--- src/rtl/axis_window_pkg.sv ---
// rtl/axis_window_pkg.sv - shared state type and default widths for the window placer
package axis_window_pkg;

    typedef enum logic {
        WAIT_SOF = 1'b0,
        ACTIVE   = 1'b1
    } state_t;

    localparam int DEF_PIXEL_WIDTH = 8;
    localparam int DEF_IMG_WBITS   = 12;
    localparam int DEF_IMG_HBITS   = 12;

endpackage

--- src/rtl/axis_window_pos_cnt.sv ---
// rtl/axis_window_pos_cnt.sv - output frame column/row position counter
//
// Ports:
//   clk, resetn              clock, synchronous active-low reset
//   clr                      frame start: return to (0,0)
//   adv                      advance one pixel (output load enable)
//   img_width, img_height    frame geometry (latched copy, never zero while counting)
//   col, row                 current pixel position
//   eol, eof                 current pixel is last of its line / last of the frame
module axis_window_pos_cnt
    import axis_window_pkg::*;
#(
    parameter int C_IMG_WBITS = DEF_IMG_WBITS,
    parameter int C_IMG_HBITS = DEF_IMG_HBITS
) (
    input  logic                   clk,
    input  logic                   resetn,
    input  logic                   clr,
    input  logic                   adv,
    input  logic [C_IMG_WBITS-1:0] img_width,
    input  logic [C_IMG_HBITS-1:0] img_height,
    output logic [C_IMG_WBITS-1:0] col,
    output logic [C_IMG_HBITS-1:0] row,
    output logic                   eol,
    output logic                   eof
);

    localparam logic [C_IMG_WBITS-1:0] ONE_W = {{(C_IMG_WBITS-1){1'b0}}, 1'b1};
    localparam logic [C_IMG_HBITS-1:0] ONE_H = {{(C_IMG_HBITS-1){1'b0}}, 1'b1};

    assign eol = (col == img_width - ONE_W);
    assign eof = eol && (row == img_height - ONE_H);

    always_ff @(posedge clk) begin
        if (!resetn || clr) begin
            col <= '0;
            row <= '0;
        end else if (adv) begin
            if (eol) begin
                col <= '0;
                row <= eof ? '0 : row + ONE_H;
            end else begin
                col <= col + ONE_W;
            end
        end
    end

endmodule

--- src/rtl/axis_window_placer.sv ---
// rtl/axis_window_placer.sv - places a cropped window stream into a full background frame
//
// Ports:
//   clk, resetn                          clock, synchronous active-low reset
//   m_img_width, m_img_height            output frame size
//   s_win_left/top/width/height          window placement and size
//   bg_pixel                             fill value outside the window
//   s_axis_t*                            window stream in (tuser = SOF, tlast = EOL)
//   m_axis_t*                            full frame stream out (tuser = SOF, tlast = EOL)
//   err                                  one-cycle pulse on a window stream protocol violation
module axis_window_placer
    import axis_window_pkg::*;
#(
    parameter int C_PIXEL_WIDTH = DEF_PIXEL_WIDTH,
    parameter int C_IMG_WBITS   = DEF_IMG_WBITS,
    parameter int C_IMG_HBITS   = DEF_IMG_HBITS
) (
    input  logic                     clk,
    input  logic                     resetn,
    input  logic [C_IMG_WBITS-1:0]   m_img_width,
    input  logic [C_IMG_HBITS-1:0]   m_img_height,
    input  logic [C_IMG_WBITS-1:0]   s_win_left,
    input  logic [C_IMG_HBITS-1:0]   s_win_top,
    input  logic [C_IMG_WBITS-1:0]   s_win_width,
    input  logic [C_IMG_HBITS-1:0]   s_win_height,
    input  logic [C_PIXEL_WIDTH-1:0] bg_pixel,
    input  logic                     s_axis_tvalid,
    output logic                     s_axis_tready,
    input  logic                     s_axis_tuser,
    input  logic                     s_axis_tlast,
    input  logic [C_PIXEL_WIDTH-1:0] s_axis_tdata,
    output logic                     m_axis_tvalid,
    input  logic                     m_axis_tready,
    output logic                     m_axis_tuser,
    output logic                     m_axis_tlast,
    output logic [C_PIXEL_WIDTH-1:0] m_axis_tdata,
    output logic                     err
);

    localparam int WX = C_IMG_WBITS + 1;
    localparam int HX = C_IMG_HBITS + 1;
    localparam logic [WX-1:0] ONE_WX = {{(WX-1){1'b0}}, 1'b1};
    localparam logic [HX-1:0] ONE_HX = {{(HX-1){1'b0}}, 1'b1};

    state_t state_q, state_d;

    // Configuration captured at SOF so mid-frame changes do not disturb the frame.
    logic [C_IMG_WBITS-1:0]   sh_wimg, sh_l, sh_w;
    logic [C_IMG_HBITS-1:0]   sh_himg, sh_t, sh_h;
    logic [C_PIXEL_WIDTH-1:0] sh_bg;

    logic win_dead;   // window empty/invalid or aborted: rest of frame is background
    logic win_done;   // every window pixel has been placed
    logic sof_owed;   // the SOF beat that opened this frame has not been taken yet

    logic [C_IMG_WBITS-1:0] col;
    logic [C_IMG_HBITS-1:0] row;
    logic                   eol, eof;

    logic [WX-1:0] col_x, l_x, lw_x;
    logic [HX-1:0] row_x, t_x, th_x;
    logic          in_win, at_origin, last_win_col, last_win_row;
    logic          cfg_zero, cfg_dead, out_free;

    logic                     s_ready, src_ok, ld, latch, sof_err, take_win;
    logic [C_PIXEL_WIDTH-1:0] pix;

    // Widened compares so L+W / T+H cannot wrap.
    assign col_x = {1'b0, col};
    assign row_x = {1'b0, row};
    assign l_x   = {1'b0, sh_l};
    assign t_x   = {1'b0, sh_t};
    assign lw_x  = {1'b0, sh_l} + {1'b0, sh_w};
    assign th_x  = {1'b0, sh_t} + {1'b0, sh_h};

    assign in_win       = (col_x >= l_x) && (col_x < lw_x) && (row_x >= t_x) && (row_x < th_x);
    assign at_origin    = (col == sh_l) && (row == sh_t);
    assign last_win_col = (col_x == lw_x - ONE_WX);
    assign last_win_row = (row_x == th_x - ONE_HX);

    assign cfg_zero = (m_img_width == '0) || (m_img_height == '0);
    assign cfg_dead = (s_win_width == '0) || (s_win_height == '0) ||
                      (({1'b0, s_win_left} + {1'b0, s_win_width}) > {1'b0, m_img_width}) ||
                      (({1'b0, s_win_top} + {1'b0, s_win_height}) > {1'b0, m_img_height});

    assign out_free = !m_axis_tvalid || m_axis_tready;

    always_comb begin
        state_d  = state_q;
        s_ready  = 1'b0;
        src_ok   = 1'b0;
        ld       = 1'b0;
        latch    = 1'b0;
        sof_err  = 1'b0;
        take_win = 1'b0;
        pix      = sh_bg;
        case (state_q)
            WAIT_SOF: begin
                // A SOF with a degenerate frame size is swallowed; a good one waits
                // here unconsumed until its window position comes round.
                s_ready = !s_axis_tuser || cfg_zero;
                if (s_axis_tvalid && s_axis_tuser && !cfg_zero) begin
                    latch   = 1'b1;
                    state_d = ACTIVE;
                end
            end
            ACTIVE: begin
                if (in_win && !win_dead) begin
                    pix = s_axis_tdata;
                    if (s_axis_tvalid && s_axis_tuser && !at_origin) begin
                        // Early SOF belongs to the next frame: leave it on the bus.
                        sof_err = 1'b1;
                    end else begin
                        src_ok  = s_axis_tvalid;
                        s_ready = out_free;
                    end
                end else begin
                    src_ok = 1'b1;
                    if (win_done || win_dead) begin
                        s_ready = !s_axis_tuser || sof_owed;
                    end
                end
                ld       = out_free && src_ok;
                take_win = ld && in_win && !win_dead;
                if (ld && eof) begin
                    state_d = WAIT_SOF;
                end
            end
            default: state_d = WAIT_SOF;
        endcase
    end

    assign s_axis_tready = resetn && s_ready;

    axis_window_pos_cnt #(
        .C_IMG_WBITS (C_IMG_WBITS),
        .C_IMG_HBITS (C_IMG_HBITS)
    ) u_pos_cnt (
        .clk        (clk),
        .resetn     (resetn),
        .clr        (latch),
        .adv        (ld),
        .img_width  (sh_wimg),
        .img_height (sh_himg),
        .col        (col),
        .row        (row),
        .eol        (eol),
        .eof        (eof)
    );

    always_ff @(posedge clk) begin
        if (!resetn) begin
            state_q       <= WAIT_SOF;
            m_axis_tvalid <= 1'b0;
            m_axis_tdata  <= '0;
            m_axis_tuser  <= 1'b0;
            m_axis_tlast  <= 1'b0;
            err           <= 1'b0;
            win_dead      <= 1'b0;
            win_done      <= 1'b0;
            sof_owed      <= 1'b0;
            sh_wimg       <= '0;
            sh_himg       <= '0;
            sh_l          <= '0;
            sh_t          <= '0;
            sh_w          <= '0;
            sh_h          <= '0;
            sh_bg         <= '0;
        end else begin
            state_q <= state_d;
            err     <= sof_err || (take_win && (s_axis_tlast != last_win_col));

            if (latch) begin
                sh_wimg  <= m_img_width;
                sh_himg  <= m_img_height;
                sh_l     <= s_win_left;
                sh_t     <= s_win_top;
                sh_w     <= s_win_width;
                sh_h     <= s_win_height;
                sh_bg    <= bg_pixel;
                win_dead <= cfg_dead;
                win_done <= 1'b0;
                sof_owed <= 1'b1;
            end else begin
                if (sof_err) begin
                    win_dead <= 1'b1;
                end
                if (take_win && last_win_col && last_win_row) begin
                    win_done <= 1'b1;
                end
                if ((state_q == ACTIVE) && s_axis_tvalid && s_ready) begin
                    sof_owed <= 1'b0;
                end
            end

            if (ld) begin
                m_axis_tvalid <= 1'b1;
                m_axis_tdata  <= pix;
                m_axis_tuser  <= (col == '0) && (row == '0);
                m_axis_tlast  <= eol;
            end else if (m_axis_tready) begin
                m_axis_tvalid <= 1'b0;
            end
        end
    end

endmodule

--- config.mk ---
export PLATFORM = sky130hd
export DESIGN_NAME = axis_window_placer
export DESIGN_NICKNAME = d
export VERILOG_FILES = /design/src/rtl/axis_window_pkg.sv /design/src/rtl/axis_window_pos_cnt.sv /design/src/rtl/axis_window_placer.sv
export SDC_FILE = /design/constraint.sdc
export NUM_CORES = 1
export LEC_CHECK = 0
export ABC_CLOCK_PERIOD_IN_PS = 7820
export CORE_MARGIN = 3
export CORE_UTILIZATION = 50
export CTS_CLUSTER_DIAMETER = 120
export CTS_CLUSTER_SIZE = 10
export DETAILED_ROUTE_END_ITERATION = 10
export DONT_BUFFER_PORTS = 1
export GPL_ROUTABILITY_DRIVEN = 0
export GPL_TIMING_DRIVEN = 0
export PLACE_DENSITY = 0.73
export SYNTH_ARGS = -nofsm -noshare
export SYNTH_HDL_FRONTEND = slang
export SYNTH_SLANG_ARGS = --single-unit
export TNS_END_PERCENT = 50
--- constraint.sdc ---
create_clock -name clk -period 7.82 [get_ports clk]
set_input_delay 2.346 -clock clk [delete_from_list [all_inputs] [get_ports clk]]
set_output_delay 2.346 -clock clk [all_outputs]
set_load 0.01 [all_outputs]
==> results.yml, run 1 <==
setup_path:
  regToRegEndpoint: "m_axis_tdata[4]"
  reg2reg_depth: 17
  worstSetupPathType: "flop to output port"
  worstPathRequired_ps: 5470
  cp-end-kind: "output port"
  rrSetupSlack_ps: 2570
  cpMostUsedCell: "ha_1"
  reg2reg_from: "sh_t[0]"
  slowest_stage: "a221oi_1"
  crit_start: "sh_t[0]"
  crit_chain: "ha_1 > inv_1 > fa_1 > nor2b_1 > o31a_1 > o41a_1 > o21a_1 > or2_1 > ha_1 > a211o_1 > or3_1 > a221oi_1 > o2111a_1 > o211ai_1 > mux2_2 > a21oi_2"
  worst_setup_path_start_kind: "flop"
  crit_fanout: 5
  cpPeakStageDelay_ps: 460
  cp.arrival_ps: 5170
global_routing:
  grt-ovfl-total: 0
  grt_start_max_net_pins: 17
  grt_pass1_wl_um: 47300
  grt_util_all_layers: 0.267
  antenna_found_initial: 0
  grt_pass1_vias: 9134
timing:
  hold_slack_ps: 452
  final-setup-viol-count: 0
  fin_crit_sh: 0.962
  fmaxAchievable_mhz: 133
  slew_headroom: 0.471
  rsz0062_at_grt: "no"
  period_minus_slack_ps: 7520
  tightest_slew_ps: 787
  setup_tns_ps: 0
  finClkSkew_ps: 10.5
  slew_violations: 0
  final_hold_viol_count: 0
logic_synthesis:
  synth_area_um2: 10200
  syn_nets: 1554
  synth-edff-count: 0
  avgSynthCellArea_um2: 7.65
  syn_inst: 1330
  seq_area_frac_synth: 0.236
  ys_seq_elements: 120
  yosys_warnings: 0
  synthArstFlopShare: 0
  synth.distinct_cells: 94
  ys.flop_type: "dfxtp_1"
die:
  die-area_um2: 22100
  io_pins: 107
  die_h_um: 149
  die_w_um: 149
  start_util: 0.516
  rows: 51
  coreArea_um2: 19700
cts:
  cts-root-buf: "clkbuf_16"
  clockBufferDepth: 2
  clkTransAtPathRegs_ps: 60
  cts_max_level: 4
  cts_buffers: 17
  cts_hold_buffers: 0
  cts_sinks: 120
  cts_tree: "done"
  cts_setup_buffers: 0
  clk_latency_ps: 420
detailed_routing:
  drt_iter0_markers: 803
  wl_per_cell_um: 18.0
  viasPerCell: 5.91
  drt-pass1-iter-count: 5
  remaining_drc_errors: 0
  wl_um: 29200
  ant_nets: 0
  vias: 9622
hold_path:
  min_path_cells: 2
  min_to: "sh_bg[2]"
  hold_path.startpoint: "sh_bg[2]"
  hold_class: "flop to flop"
placed_design:
  dp_hpwl_um: 23600
  port_buffers: 0
final_layout:
  drive_gt1_frac: 0.0536
  area_growth_pct: 9.12
  fin_nets: 1573
  antenna_cells: 0
  fillers: 1865
job:
  drv_cap: 0
power_and_ir_drop:
  p_leak_nw: 4.51
  finalPower_mw: 1.98
  peakVddDrop_uv: 142
  power.density_nw_per_um2: 178
status:
  status: "finished clean"
-- critical path, delay by kind of cell, from the launching register on --
family,cells,cell delay [ps]
mux,1,350
simple gates,3,710
buf+inv,1,80
fa+ha+maj,3,740
compound gates,8,2540
flops,1,340
-- through the flow --
| stage | setup WS, ps | instances | area [um2] | util |
|---|---|---|---|---|
| after global routing | 112 | 1627 | 11100 | 0.563 |
| final | 299 | 1627 | 11100 | 0.563 |
| after floorplan | 1480 | 1330 | 10200 | - |
| after CTS | 264 | 1627 | 11100 | 0.563 |
| after detailed placement | 723 | 1595 | 10500 | 0.533 |
| after global placement | 797 | 1595 | 10500 | 0.533 |
-- cells in the mapped netlist, types with 7 or more instances --
cell | count | share of area
clkbuf_1 | 38 | 0.014
o21ai_0 | 38 | 0.019
nand2b_1 | 10 | 0.0061
dfxtp_1 | 120 | 0.24
a31oi_1 | 8 | 0.0049
mux2i_1 | 8 | 0.0079
buf_2 | 7 | 0.0034
o31ai_1 | 10 | 0.0074
ha_1 | 126 | 0.15
o2111ai_1 | 7 | 0.0060
o21bai_1 | 8 | 0.0059
nor2b_1 | 17 | 0.010
xor2_1 | 43 | 0.037
or3_1 | 11 | 0.0068
inv_1 | 92 | 0.034
and3_1 | 11 | 0.0068
a21o_1 | 16 | 0.012
nor4_1 | 23 | 0.014
o21a_1 | 17 | 0.013
nand2_1 | 220 | 0.081
a211oi_1 | 14 | 0.010
a21oi_1 | 143 | 0.070
nor3_1 | 26 | 0.013
nand4_1 | 24 | 0.015
nand3_1 | 32 | 0.016
xnor2_1 | 59 | 0.051
nor2_1 | 74 | 0.027
-- final cells by class --
type | instances | area (um2) | share of cell area
plain buffers | 53 | 218 | 0.0196
clock buffers | 17 | 425 | 0.0383
inverters | 93 | 349 | 0.0314
well taps | 265 | 332 | 0.0298
multi-input cells | 1064 | 7220 | 0.650
flip-flops and latches | 120 | 2400 | 0.216
clock inverters | 15 | 168 | 0.0151
-- cell usage in the layout (no fill, tap or decap), types with 5 or more instances in the layout --
cell	count
nand4_1	24
o31ai_1	10
a21oi_1	142
nor2_1	74
nor2b_1	17
clkbuf_1	38
nor3_1	26
nand2_1	220
or3_1	11
and3_1	11
o21ai_0	38
or4_1	6
xnor2_1	59
buf_2	7
o211ai_1	6
xor2_1	43
mux2i_1	8
nor4_1	23
ha_1	126
nand2b_1	10
o21a_1	17
inv_1	92
a31oi_1	8
clkinv_4	5
a21o_1	16
clkbuf_16	17
nand3_1	32
buf_1	5
dfxtp_1	120
o2111ai_1	7
a211oi_1	14
inv_6	5
o21bai_1	8
-- layer usage --
metal  wire length [um]  vias up  part of all wire  GRT usage
li1                   -     4781                 -          -
met1              13300     4448              0.46      0.374
met2              12700      350              0.44      0.415
met3               2610       43             0.089     0.0588
met4                539        0             0.018     0.0753
met5                  0        -                 0          0
-- where the power goes --
group	internal (mW)	total, mW	leakage (nW)	switching [mW]
sequential	0.638	0.667	0.977	0.0296
combinational	0.220	0.520	3.24	0.300
clock	0.475	0.790	0.285	0.315
-- registers in the layout, indices dropped and copies added, names as in the netlist, 8 cells and up --
register       flops
sh_wimg           12
sh_w              12
m_axis_tdata       8
sh_l              12
sh_t              12
u_pos_cnt.col     12
sh_himg           12
sh_bg              8
u_pos_cnt.row     12
sh_h              12
-- worst max path at each step --
stage / slack [ps] / to
5_1_grt: 110 / s_axis_tready
4_1_cts: 260 / s_axis_tready
2_1_floorplan: 1480 / s_axis_tready
3_5_place_dp: 720 / s_axis_tready
6_report: 300 / s_axis_tready
3_3_place_gp: 800 / s_axis_tready
-- cells by family after synthesis --
logic type	after synthesis	share of synthesized area
AND/OR/NAND/NOR	488	0.232
AO/OA/AOI/OAI	331	0.210
buffers and inverters	146	0.0557
adder cells (fa/ha/maj)	131	0.164
flip-flops	120	0.236
XOR/XNOR	105	0.0936
multiplexers	9	0.00897
-- timing repair --
item	in CTS	in global routing
endpoints found under the setup margin	0	1
endpoints found under the hold margin	0	0
resized for setup	0	1
(Power assumes the default switching activity.)
==> inputs of run 2 (changes only) <==
--- a/config.mk
+++ b/config.mk
@@ -5,16 +5,17 @@
 export SDC_FILE = /design/constraint.sdc
 export NUM_CORES = 1
 export LEC_CHECK = 0
+export ABC_AREA = 1
 export ABC_CLOCK_PERIOD_IN_PS = 7820
 export CORE_MARGIN = 3
 export CORE_UTILIZATION = 50
 export CTS_CLUSTER_DIAMETER = 120
-export CTS_CLUSTER_SIZE = 10
 export DETAILED_ROUTE_END_ITERATION = 10
 export DONT_BUFFER_PORTS = 1
 export GPL_ROUTABILITY_DRIVEN = 0
 export GPL_TIMING_DRIVEN = 0
 export PLACE_DENSITY = 0.73
+export SLEW_MARGIN = 30
 export SYNTH_ARGS = -nofsm -noshare
 export SYNTH_HDL_FRONTEND = slang
 export SYNTH_SLANG_ARGS = --single-unit
==> run 2 against run 1 <==
First-iteration DRC count increased by 23%; synthesized cell count increased by 30%; critical endpoint unchanged; combinational power increased by 22%; cell count increased by 25%; wire length increased by 14%; sequential share of layout area decreased by 1.5 points; non-clock buffer count decreased by 14; total power increased by 8.7%; fmax increased by 16%; critical path type unchanged; flip-flop and latch count unchanged; critical path depth increased by 6; clock-buffer cell count unchanged.
==> results.yml, run 2 <==
status:
  status: "finished clean"
final_layout:
  final_cell_mix: "nand2_1, inv_1, nor2_1"
  fin_nets: 1970
  drive_gt1_frac: 0.0421
  final_area_um2: 11900
  antenna_cells: 0
  fillers: 2087
  area_growth_pct: 8.76
  mostFrequentLayoutCell: "nand2_1"
cts:
  cts_max_level: 4
  cts_resized: 0
  cts_setup_buffers: 0
  clkTransAtPathRegs_ps: 60
  cts-root-buf: "clkbuf_16"
  cts_hold_buffers: 0
  cts_tree: "done"
  cts_sinks: 120
  cts_buffers: 17
  clk_latency_ps: 430
  clockBufferDepth: 2
setup_path:
  crit_fanout: 7
  crit_chain: "ha_1 > inv_1 > fa_1 > inv_1 > nand3_1 > nand2_2 > nand2_2 > nand2_1 > nand2_1 > nand2_1 > ha_1 > nand2_1 > nor2_1 > o21ai_0 > nand3_1 > nand3_1 > nand2_1 > nand2_1 > nand3_1 > o21ai_0 > o211ai_1 > inv_1"
  cp.arrival_ps: 4160
  cpPeakStageDelay_ps: 410
  reg2reg_depth: 24
  reg2reg_from: "sh_l[0]"
  endpoint: "s_axis_tready"
  worst_setup_path_start_kind: "flop"
  worstSetupPathType: "flop to output port"
  cpMostUsedCell: "nand2_1"
  crit_start: "sh_l[0]"
  cp-end-kind: "output port"
  rrSetupSlack_ps: 3790
  slowest_stage: "dfxtp_1"
  regToRegEndpoint: "err"
  worstPathRequired_ps: 5470
timing:
  fmaxAchievable_mhz: 154
  final-setup-viol-count: 0
  setup_tns_ps: 0
  tightest_slew_ps: 722
  rsz0062_at_grt: "no"
  fin_crit_sh: 0.832
  hold_slack_ps: 457
  finClkSkew_ps: 12.8
  slew_headroom: 0.518
  setup_slack_ps: 1320
  period_minus_slack_ps: 6500
  slew_violations: 0
  final_hold_viol_count: 0
global_routing:
  grt_util_all_layers: 0.277
  grt-ovfl-total: 0
  grtUsageMet2: 0.495
  grtUsageMet1: 0.331
  grt_start_max_net_pins: 17
  grt_pass1_vias: 10800
  use_met3: 0.0571
  busiest_layer: "met2"
  antenna_found_initial: 0
  grt_pass1_wl_um: 53600
logic_synthesis:
  synth_most_common_cell: "nand2_1"
  synth_area_um2: 11000
  ys.flop_type: "dfxtp_1"
  seq_area_frac_synth: 0.219
  syn_inst: 1727
  synthDominantCellAreaShare: 0.219
  synth_common_cells: "nand2_1, inv_1, nor2_1, a21oi_1, ha_1"
  synth_area_leaders: "dfxtp_1, ha_1, nand2_1, inv_1, nor2_1"
  synthArstFlopShare: 0
  yosys_warnings: 0
  avgSynthCellArea_um2: 6.34
  synth_area_leader_cell: "dfxtp_1"
  synth.distinct_cells: 53
  syn_nets: 1951
  ys_seq_elements: 120
  synth-edff-count: 0
power_and_ir_drop:
  clock_power_share: 0.389
  seqPwrFrac: 0.316
  combPwrFrac: 0.295
  peakVddDrop_uv: 147
  power.density_nw_per_um2: 180
  p_int_mw: 1.38
  switching_power_mw: 0.764
  p_sw_frac: 0.356
  p_leak_nw: 5.82
placed_design:
  dp_hpwl_um: 26600
  port_buffers: 0
  dp_slack_ps: 1770
  placed_area_um2: 11300
die:
  start_util: 0.515
  die_w_um: 154
  coreArea_um2: 21300
  die_h_um: 154
  rows: 53
  die-area_um2: 23700
  io_pins: 107
detailed_routing:
  wl_per_cell_um: 16.3
  drt-pass1-iter-count: 5
  vias: 11300
  wl_um: 33200
  ant_nets: 0
  viasPerCell: 5.57
  remaining_drc_errors: 0
  drt_iter0_markers: 988
job:
  drv_cap: 0
hold_path:
  hold_class: "flop to flop"
-- run 2: cell types whose count changed in the layout (fill, tap and decap cells not counted), sizes merged, moves of 15 or more --
cell,previous run,this run
a21o,16,1
o21ai,43,126
nor2b,17,0
o21a,17,2
nand2,220,382
nand3,32,119
nand4,25,46
xnor2,61,17
nor2,74,211
inv,98,255
-- run 2: cell families (layout without fill, tap and decap cells) --
family / after synthesis / count (layout) / share of synthesized area
adders and majority gates: 130 / 130 / 0.151
and+or+nand+nor: 819 / 819 / 0.324
xor gates and xnor gates: 72 / 72 / 0.0595
DFF: 120 / 120 / 0.219
buffers and inverters: 291 / 323 / 0.104
AOI/OAI and AO/OA: 295 / 295 / 0.142
-- run 2: power groups by stage --
| stage | Clock [mW] | Sequential, mW | Combinational (mW) |
|---|---|---|---|
| after floorplan | 0 | 0.680 | 0.495 |
| after global placement | 0 | 0.691 | 0.606 |
| after detailed placement | 0 | 0.691 | 0.622 |
| after CTS | 0.833 | 0.678 | 0.628 |
| after global routing | 0.865 | 0.681 | 0.730 |
| final | 0.835 | 0.679 | 0.635 |
-- run 2: routing by layer --
| metal | wire [um] | part of all wire |
|---|---|---|
| met3 | 2350 | 0.071 |
| met4 | 913 | 0.027 |
| met2 | 16300 | 0.49 |
| met5 | 0 | 0 |
| met1 | 13700 | 0.41 |
-- run 2: layout make-up --
class	instances	area, um2	area share
sequential	120	2400	0.202
buffer	39	185	0.0155
multi-input combinational	1316	7420	0.623
clock buffer	17	425	0.0357
tap	275	344	0.0289
inverter	252	950	0.0797
clock inverter	15	190	0.0160
-- run 2: worst min path at each step --
stage | slack, ps | cells past startpoint | endpoint | startpoint
finish | 460 | 2 | sh_bg[4] | sh_bg[4]
global route | 470 | 2 | sh_bg[4] | sh_bg[4]
CTS | 450 | 2 | sh_bg[4] | sh_bg[4]
detailed placement | 440 | 2 | sh_bg[4] | sh_bg[4]
global placement | 430 | 2 | sh_bg[0] | sh_bg[0]
floorplan | 420 | 2 | sh_bg[0] | sh_bg[0]
-- run 2: critical path: cells and delay by family (launching register included) --
family / cells / cell delay, ps
flip-flops: 1 / 410
AO/OA/AOI/OAI: 3 / 570
AND/OR/NAND/NOR: 13 / 1440
adder cells (fa/ha/maj): 3 / 940
buffers and inverters: 3 / 370
-- run 2: per-stage QoR --
stage          utilization  total power, mW  cells
2_1_floorplan            -             1.17   1727
3_3_place_gp         0.531             1.30   2002
3_5_place_dp         0.531             1.31   2002
4_1_cts              0.560             2.14   2034
5_1_grt              0.560             2.28   2034
6_report             0.560             2.15   2034
==> inputs of run 3 (changes only) <==
--- a/config.mk
+++ b/config.mk
@@ -6,7 +6,7 @@
 export NUM_CORES = 1
 export LEC_CHECK = 0
 export ABC_AREA = 1
-export ABC_CLOCK_PERIOD_IN_PS = 7820
+export ABC_CLOCK_PERIOD_IN_PS = 6000
 export CORE_MARGIN = 3
 export CORE_UTILIZATION = 50
 export CTS_CLUSTER_DIAMETER = 120
==> constraint.sdc (replaced) <==
create_clock -name clk -period 6 [get_ports clk]
set_input_delay 1.8 -clock clk [delete_from_list [all_inputs] [get_ports clk]]
set_output_delay 1.8 -clock clk [all_outputs]
set_load 0.01 [all_outputs]
==> run 3 against run 2 <==
Critical path type unchanged; die area did not move; critical path depth did not move; final area rose by 0.22%.
==> results.yml, run 3 (synthesis gave the netlist of run 2 again) <==
power_and_ir_drop:
  power.density_nw_per_um2: 235
  peakVddDrop_uv: 190
  p_leak_nw: 5.81
hold_path:
  hold_path.startpoint: "sh_bg[0]"
  hold_class: "flop to flop"
die:
  io_pins: 107
  rows: 53
  start_util: 0.515
  die_h_um: 154
  die-area_um2: 23700
  die_w_um: 154
  coreArea_um2: 21300
global_routing:
  use_met3: 0.0571
  grt_util_all_layers: 0.277
  grt_pass1_vias: 10800
  grtUsageMet1: 0.331
  antenna_found_initial: 0
  busiest_layer: "met2"
  grt-ovfl-total: 0
  grtUsageMet2: 0.495
  grt_pass1_wl_um: 53600
  grt_start_max_net_pins: 17
final_layout:
  drive_gt1_frac: 0.0455
  fin_nets: 1970
  register_area_um2: 2400
  multi_input_area_um2: 7450
  fillers: 2086
  final_area_um2: 11900
  antenna_cells: 0
  final_cell_mix: "nand2_1, inv_1, nor2_1"
  area_growth_pct: 9.00
  mostFrequentLayoutCell: "nand2_1"
placed_design:
  port_buffers: 0
  placed_area_um2: 11300
  dp_hpwl_um: 26600
setup_path:
  worst_setup_path_start_kind: "flop"
  cpPeakStageDelay_ps: 400
  path_buf_inv: 3
  slowest_stage: "fa_1"
  worstPathRequired_ps: 4200
  crit_family: "simple AND/OR/NAND/NOR gates"
  cpMostUsedCell: "nand2_1"
  crit_chain: "ha_2 > inv_1 > fa_1 > inv_1 > nand3_1 > nand2_1 > nand2_1 > nand2_1 > xnor2_4 > ha_1 > a21oi_1 > o21a_1 > nand2_1 > nand3_1 > nand2_1 > nand2_1 > nand2_1 > nand2_2 > nand3_2 > o21ai_1 > o211ai_1 > inv_1"
  worstSetupPathType: "flop to output port"
  reg2reg_from: "sh_t[0]"
  cp-end-kind: "output port"
  crit_fanout: 9
  crit_start: "sh_t[0]"
  cp.arrival_ps: 3900
detailed_routing:
  drt_iter0_markers: 918
  remaining_drc_errors: 0
  wl_per_cell_um: 16.3
  vias: 11300
  drt-pass1-iter-count: 6
  ant_nets: 0
  wl_um: 33200
  viasPerCell: 5.55
timing:
  slew_violations: 0
  finClkSkew_ps: 14.3
  fmaxAchievable_mhz: 175
  period_minus_slack_ps: 5700
  final-setup-viol-count: 0
  slew_headroom: 0.529
  final_hold_viol_count: 0
  tightest_slew_ps: 706
  rsz0062_at_grt: "no"
  setup_tns_ps: 0
  fin_crit_sh: 0.951
cts:
  cts_tree: "done"
  cts_resized: 0
  cts_setup_buffers: 0
  cts_max_level: 4
  clockBufferDepth: 2
  cts-root-buf: "clkbuf_16"
  cts_buffers: 17
  cts_sinks: 120
  cts_hold_buffers: 0
  clkTransAtPathRegs_ps: 70
  clk_latency_ps: 430
job:
  drv_cap: 0
status:
  status: "finished clean"
[run 3: cell type report]
class	count	share of cell area
Sequential cell	120	0.201
Clock inverter	15	0.0159
Inverter	252	0.0795
Buffer	39	0.0155
Clock buffer	17	0.0356
Multi-Input combinational cell	1316	0.623
Tap cell	275	0.0288
[run 3: metrics by stage]
step | cells | power (mW) | worst slack [ps] | util | hold WS, ps
after floorplan | 1727 | 1.53 | 1250 | - | 425
after global placement | 2002 | 1.69 | 535 | 0.531 | 433
after detailed placement | 2002 | 1.71 | 498 | 0.531 | 443
after CTS | 2034 | 2.79 | 52.0 | 0.560 | 454
after global routing | 2034 | 2.97 | 15.6 | 0.561 | 470
final | 2034 | 2.80 | 297 | 0.561 | 457
[run 3: final timing paths]
check | endpoint | slack (ps) | cells after the start
min reg2reg | sh_bg[0] | 460 | 2
min | sh_bg[0] | 460 | 2
max reg2reg | err | 2130 | 24
max | s_axis_tready | 300 | 22
[run 3: report_power, final]
part           switching (mW)  total (mW)  internal, mW
registers              0.0408       0.884         0.844
clock network           0.425        1.09         0.662
logic                   0.528       0.829         0.302
total                   0.994        2.80          1.81
[run 3: worst register-to-register path, stage by stage, from the launching register on]
cell,delay [ps]
dfxtp_1,390
ha_2,240
inv_1,60
fa_1,400
inv_1,130
nand3_1,110
nand2_1,130
nand2_1,70
nand2_1,150
xnor2_4,190
ha_1,300
a21oi_1,150
o21a_1,130
nand2_1,50
nand3_1,70
nand2_1,50
nand2_1,50
nand2_1,60
nand2_2,110
nand3_2,130
nor2_4,210
inv_1,110
nor2_1,290
inv_1,70
a21oi_1,150
[run 3: metal layers]
layer	vias up	wire, um
li1	5720	-
met1	5108	13700
met2	398	16300
met3	67	2400
met4	0	843
met5	-	0
